[config.mk]
export PLATFORM = sky130hd
export DESIGN_NAME = piso_shift_register_nbit
export DESIGN_NICKNAME = d
export VERILOG_FILES = /design/src/rtl/piso_pkg.sv /design/src/rtl/piso_bit_counter.sv /design/src/rtl/piso_shift_register_nbit.sv
export SDC_FILE = /design/constraint.sdc
export NUM_CORES = 1
export LEC_CHECK = 0
export BUFFER_PORTS_ARGS = -buffer_cell sky130_fd_sc_hd__buf_2
export CAP_MARGIN = 20
export CORE_MARGIN = 2
export CORE_UTILIZATION = 40
export DETAILED_ROUTE_END_ITERATION = 16
export SLEW_MARGIN = 20
export SYNTH_ARGS = -nofsm -noshare
export SYNTH_HDL_FRONTEND = slang
export SYNTH_SLANG_ARGS = --single-unit
[constraint.sdc]
create_clock -name clk -period 1.7 [get_ports clk]
set_input_delay 0.17 -clock clk [delete_from_list [all_inputs] [get_ports clk]]
set_output_delay 0.17 -clock clk [all_outputs]
set_load 0.05 [all_outputs]
[src/rtl/piso_pkg.sv]
// rtl/piso_pkg.sv - shared state encoding, counter sizing and idle level for the PISO transmitter
package piso_pkg;

  typedef enum logic [1:0] {
    IDLE   = 2'd0,
    SHIFT  = 2'd1,
    PARITY = 2'd2
  } piso_state_e;

  localparam logic IDLE_LEVEL_DEFAULT = 1'b1;

  // Wide enough to hold 0..n so the terminal value n-1 always fits, including n=1.
  function automatic int cnt_width(input int n);
    return $clog2(n + 1);
  endfunction

endpackage

[src/rtl/piso_bit_counter.sv]
// rtl/piso_bit_counter.sv - bit position counter with clear, enable and terminal flag at N-1
module piso_bit_counter #(
  parameter int N = 8,
  parameter int W = 4
) (
  input  logic clk,
  input  logic reset,
  input  logic clear,
  input  logic en,
  output logic tc
);

  logic [W-1:0] count;

  // Saturates at N-1; the next load clears it for the following word.
  always_ff @(posedge clk) begin
    if (reset || clear) begin
      count <= '0;
    end else if (en && !tc) begin
      count <= count + 1'b1;
    end
  end

  assign tc = (count == W'(N - 1));

endmodule

[src/rtl/piso_shift_register_nbit.sv]
// rtl/piso_shift_register_nbit.sv - parallel-in serial-out transmitter; optional trailing parity bit under PISO_PARITY_EN
module piso_shift_register_nbit
  import piso_pkg::*;
#(
  parameter int   n          = 8,
  parameter bit   MSB_FIRST  = 1'b1,
  parameter logic IDLE_LEVEL = IDLE_LEVEL_DEFAULT
) (
  input  logic         clk,
  input  logic         reset,
  input  logic         load,
  input  logic [n-1:0] I,
  input  logic         shift_en,
  output logic         ready,
  output logic         serial_out,
  output logic         serial_valid,
  output logic         done
);

  localparam int CW = cnt_width(n);

  piso_state_e  state, state_d;
  logic [n-1:0] sr, sr_d;
  logic         cnt_clear, cnt_en, tc;
  logic         done_d, out_bit;
`ifdef PISO_PARITY_EN
  logic         par_q, par_d;
`endif

  piso_bit_counter #(.N(n), .W(CW)) u_bit_counter (
    .clk   (clk),
    .reset (reset),
    .clear (cnt_clear),
    .en    (cnt_en),
    .tc    (tc)
  );

  always_comb begin
    state_d   = state;
    sr_d      = sr;
    cnt_clear = 1'b0;
    cnt_en    = 1'b0;
    done_d    = 1'b0;
`ifdef PISO_PARITY_EN
    par_d     = par_q;
`endif
    case (state)
      IDLE: begin
        if (load) begin
          sr_d      = I;
          cnt_clear = 1'b1;
          state_d   = SHIFT;
`ifdef PISO_PARITY_EN
          par_d     = ^I;
`endif
        end
      end
      SHIFT: begin
        if (shift_en) begin
          cnt_en = 1'b1;
          sr_d   = MSB_FIRST ? (sr << 1) : (sr >> 1);
          if (tc) begin
`ifdef PISO_PARITY_EN
            state_d = PARITY;
`else
            state_d = IDLE;
            done_d  = 1'b1;
`endif
          end
        end
      end
`ifdef PISO_PARITY_EN
      PARITY: begin
        if (shift_en) begin
          state_d = IDLE;
          done_d  = 1'b1;
        end
      end
`endif
      default: state_d = IDLE;
    endcase
    out_bit = MSB_FIRST ? sr_d[n-1] : sr_d[0];
  end

  // Outputs are registered from the next-state view so the first bit appears one cycle after load.
  always_ff @(posedge clk) begin
    if (reset) begin
      state        <= IDLE;
      sr           <= '0;
      ready        <= 1'b1;
      serial_out   <= IDLE_LEVEL;
      serial_valid <= 1'b0;
      done         <= 1'b0;
    end else begin
      state        <= state_d;
      sr           <= sr_d;
      ready        <= (state_d == IDLE);
      serial_valid <= (state_d != IDLE);
      done         <= done_d;
      if (state_d == SHIFT) begin
        serial_out <= out_bit;
`ifdef PISO_PARITY_EN
      end else if (state_d == PARITY) begin
        serial_out <= par_d;
`endif
      end else begin
        serial_out <= IDLE_LEVEL;
      end
    end
  end

`ifdef PISO_PARITY_EN
  always_ff @(posedge clk) begin
    if (reset) begin
      par_q <= 1'b0;
    end else begin
      par_q <= par_d;
    end
  end
`endif

endmodule
==> key figures <==
Outcome
  • Status: finished, final reports clean

Timing
  • Worst Clk Skew: 0.00513 ns
  • Worst setup margin: 0.205 ns
  • Fin crit share: 0.879
  • RSZ-0062 raised after global routing: false
  • Achievable Freq: 0.669 GHz
  • Tmin final: 1.50 ns
  • Setup violators final: 0
  • Final setup TNS: 0 ns
  • Final Max Slew Viols: 0
  • Fin. Hold Viols: 0

Synthesis
  • Top_reg_cell synth: dfxtp_1
  • Largest area contributor in the synthesized netlist: dfxtp_1
  • Yosys warns: 0
  • Most numerous cell in the Yosys netlist: dfxtp_1
  • Cell area after synthesis: 749 sq um
  • Distinct cells, synth: 31
  • Syn_nets: 93
  • Top cells by area, synth: dfxtp_1 (48%), a21oi_1 (6.7%), nand3_1 (6.0%)
  • Number of synthesized register bits: 18
  • Post-synth ARST share: 0
  • Most instantiated cells after synthesis: dfxtp_1 (18), a21oi_1 (10), nand3_1 (9)
  • Cells after Synth: 80
  • Synthesized area per cell: 9.37 sq um
  • Synth top area share: 0.481
  • Post-synth EDFFs: 0
  • Register area share after synthesis: 0.481

Finish
  • Layout cells sized above 1: 0.258
  • Post-route cell area: 890 sq um
  • Fillers: 180
  • Area Overhead vs Synth: 18.7%
  • Layout net count: 111
  • Final core occ: 0.510
  • FF/Latch Area: 360 sq um
  • Multi-input logic area: 368 sq um
  • Final cell count without fillers: 122
  • Ant. Diodes: 0

Detailed routing
  • Final WL: 1530 um
  • Vias/cell: 5.47
  • Starting DRT DRC Count: 17
  • Drt first pass iters: 4
  • Wirelength per Cell: 12.5 um
  • Met3 WL: 72 um
  • Met1 WL: 683 um
  • Via count: 667
  • Drc violations: 0
  • Max layer used: met4
  • Routed Antenna Nets: 0
  • Met2 wire len: 756 um

Global route
  • Vias in the first global route: 557
  • All-layer global routing usage: 0.152
  • Initial antenna violation count: 0
  • Largest net degree at the start of global routing: 14
  • Gr ovfl total: 0
  • First-pass GRT wire length: 2350 um

Placed design
  • Post-placement cell area: 853 sq um
  • Dpl hpwl: 1090 um
  • Dpl cells: 118
  • Number of buffers added on ports: 15
  • Routability Congestion: 0.755
  • Placement Setup Slack: 0.248 ns

Die
  • DIE HEIGHT: 47.3 um
  • # rows: 15
  • Die Area: 2240 sq um
  • I/O Pins: 16
  • Initial core utilization: 0.429
  • Die X-Extent: 47.3 um
  • Core region area: 1750 sq um

Clock network
  • # Post-CTS Setup Buffers: 0
  • Clk_lat worst skew: 0.30 ns
  • Root buffer cell: clkbuf_4
  • TritonCTS clock tree: yes
  • CTS Hold Buffers Added: 0
  • Clock transition at path regs: 0.10 ns
  • Resize count post-CTS: 0
  • CTS buffer count: 3
  • Clock Path Buffers: 2
  • Clock sinks: 18
  • CTS HTree Levels: 1

Power
  • Lkg Pwr: 0.344 nW
  • Pwr dens: 895 nW/um^2
  • Maximum VDD drop: 475 uV

Worst setup path
  • Worst path arrival time: 1.73 ns
  • Biggest fanout along the worst timing path: 5
  • WS Path Type: flip-flop to flip-flop
  • Worst Path Required: 1.94 ns
  • Crit path launch type: flip-flop
  • Crit end category: flip-flop

Job
  • Max Cap Viol: 0

Worst hold path
  • HP Class: primary input to flip-flop
==> placed cells by master (no fill, tap or decap), drive strengths merged, types with 2 or more instances in the layout <==
master	synthesis	final
dfxtp	18	18
o22ai	2	2
nor2	2	2
or3b	2	2
nor3	2	2
nand2	2	2
and3b	3	3
a21oi	11	11
buf	2	17
nand3b	2	2
nand3	9	9
o21ai	3	3
a22oi	6	6
clkbuf	2	4
==> registers in the layout, indices dropped and copies added, names as in the netlist <==
name,flops
done,1
serial_valid,1
ready,1
u_bit_counter.count,4
sr,8
state,2
serial_out,1
==> cells by family after synthesis <==
group / Yosys count / share of synthesized area
other: 1 / 0.00500
adders and majority gates: 1 / 0.0167
AOI/OAI and AO/OA: 25 / 0.214
DFF: 18 / 0.481
buffers and inverters: 5 / 0.0284
and+or+nand+nor: 30 / 0.255
==> through the flow <==
stage                     power [mW]  hold slack (ns)
after floorplan                0.511            0.304
after detailed placement       0.541            0.429
final                          0.796            0.104
after global placement         0.539            0.426
after CTS                      0.801            0.105
after global routing           0.835           0.0921
==> per-layer routing <==
layer	vias up	track usage
met1	317	0.188
met4	0	0.0500
met5	-	0
li1	338	-
met3	2	0.0692
met2	10	0.235
==> worst paths after layout <==
| kind | from | endpoint | slack, ns | depth (start not counted) |
|---|---|---|---|---|
| worst min register to register | sr[6]$_SDFFE_PP0P_ | sr[6]$_SDFFE_PP0P_ | 0.47 | 2 |
| worst max-delay path | u_bit_counter.count[0]$_SDFFE_PP0P_ | u_bit_counter.count[3]$_SDFFE_PP0P_ | 0.20 | 4 |
| worst max register to register | u_bit_counter.count[0]$_SDFFE_PP0P_ | u_bit_counter.count[3]$_SDFFE_PP0P_ | 0.20 | 4 |
| worst min-delay path | I[0] | sr[0]$_SDFFE_PP0P_ | 0.10 | 3 |
==> power by group <==
part / leakage (nW) / total, mW / switching [mW] / internal [mW]
Sequential: 0.147 / 0.450 / 0.0108 / 0.439
Combinational: 0.176 / 0.0813 / 0.0499 / 0.0313
Clock: 0.0210 / 0.265 / 0.135 / 0.131
Total: 0.344 / 0.796 / 0.195 / 0.601
==> cell type report <==
| cell class | count | area share |
|---|---|---|
| inverters | 1 | 0.00422 |
| clock buffers | 4 | 0.0408 |
| flip-flops and latches | 18 | 0.405 |
| multi-input cells | 57 | 0.414 |
| well taps | 25 | 0.0352 |
| repair buffers | 17 | 0.101 |
==> critical path, stage by stage, from the launching register on <==
cell	delay [ns]
dfxtp_1	0.34
ha_1	0.25
and3b_1	0.23
or4_4	0.49
a21oi_2	0.13
Power figures use the tool's default switching activity.
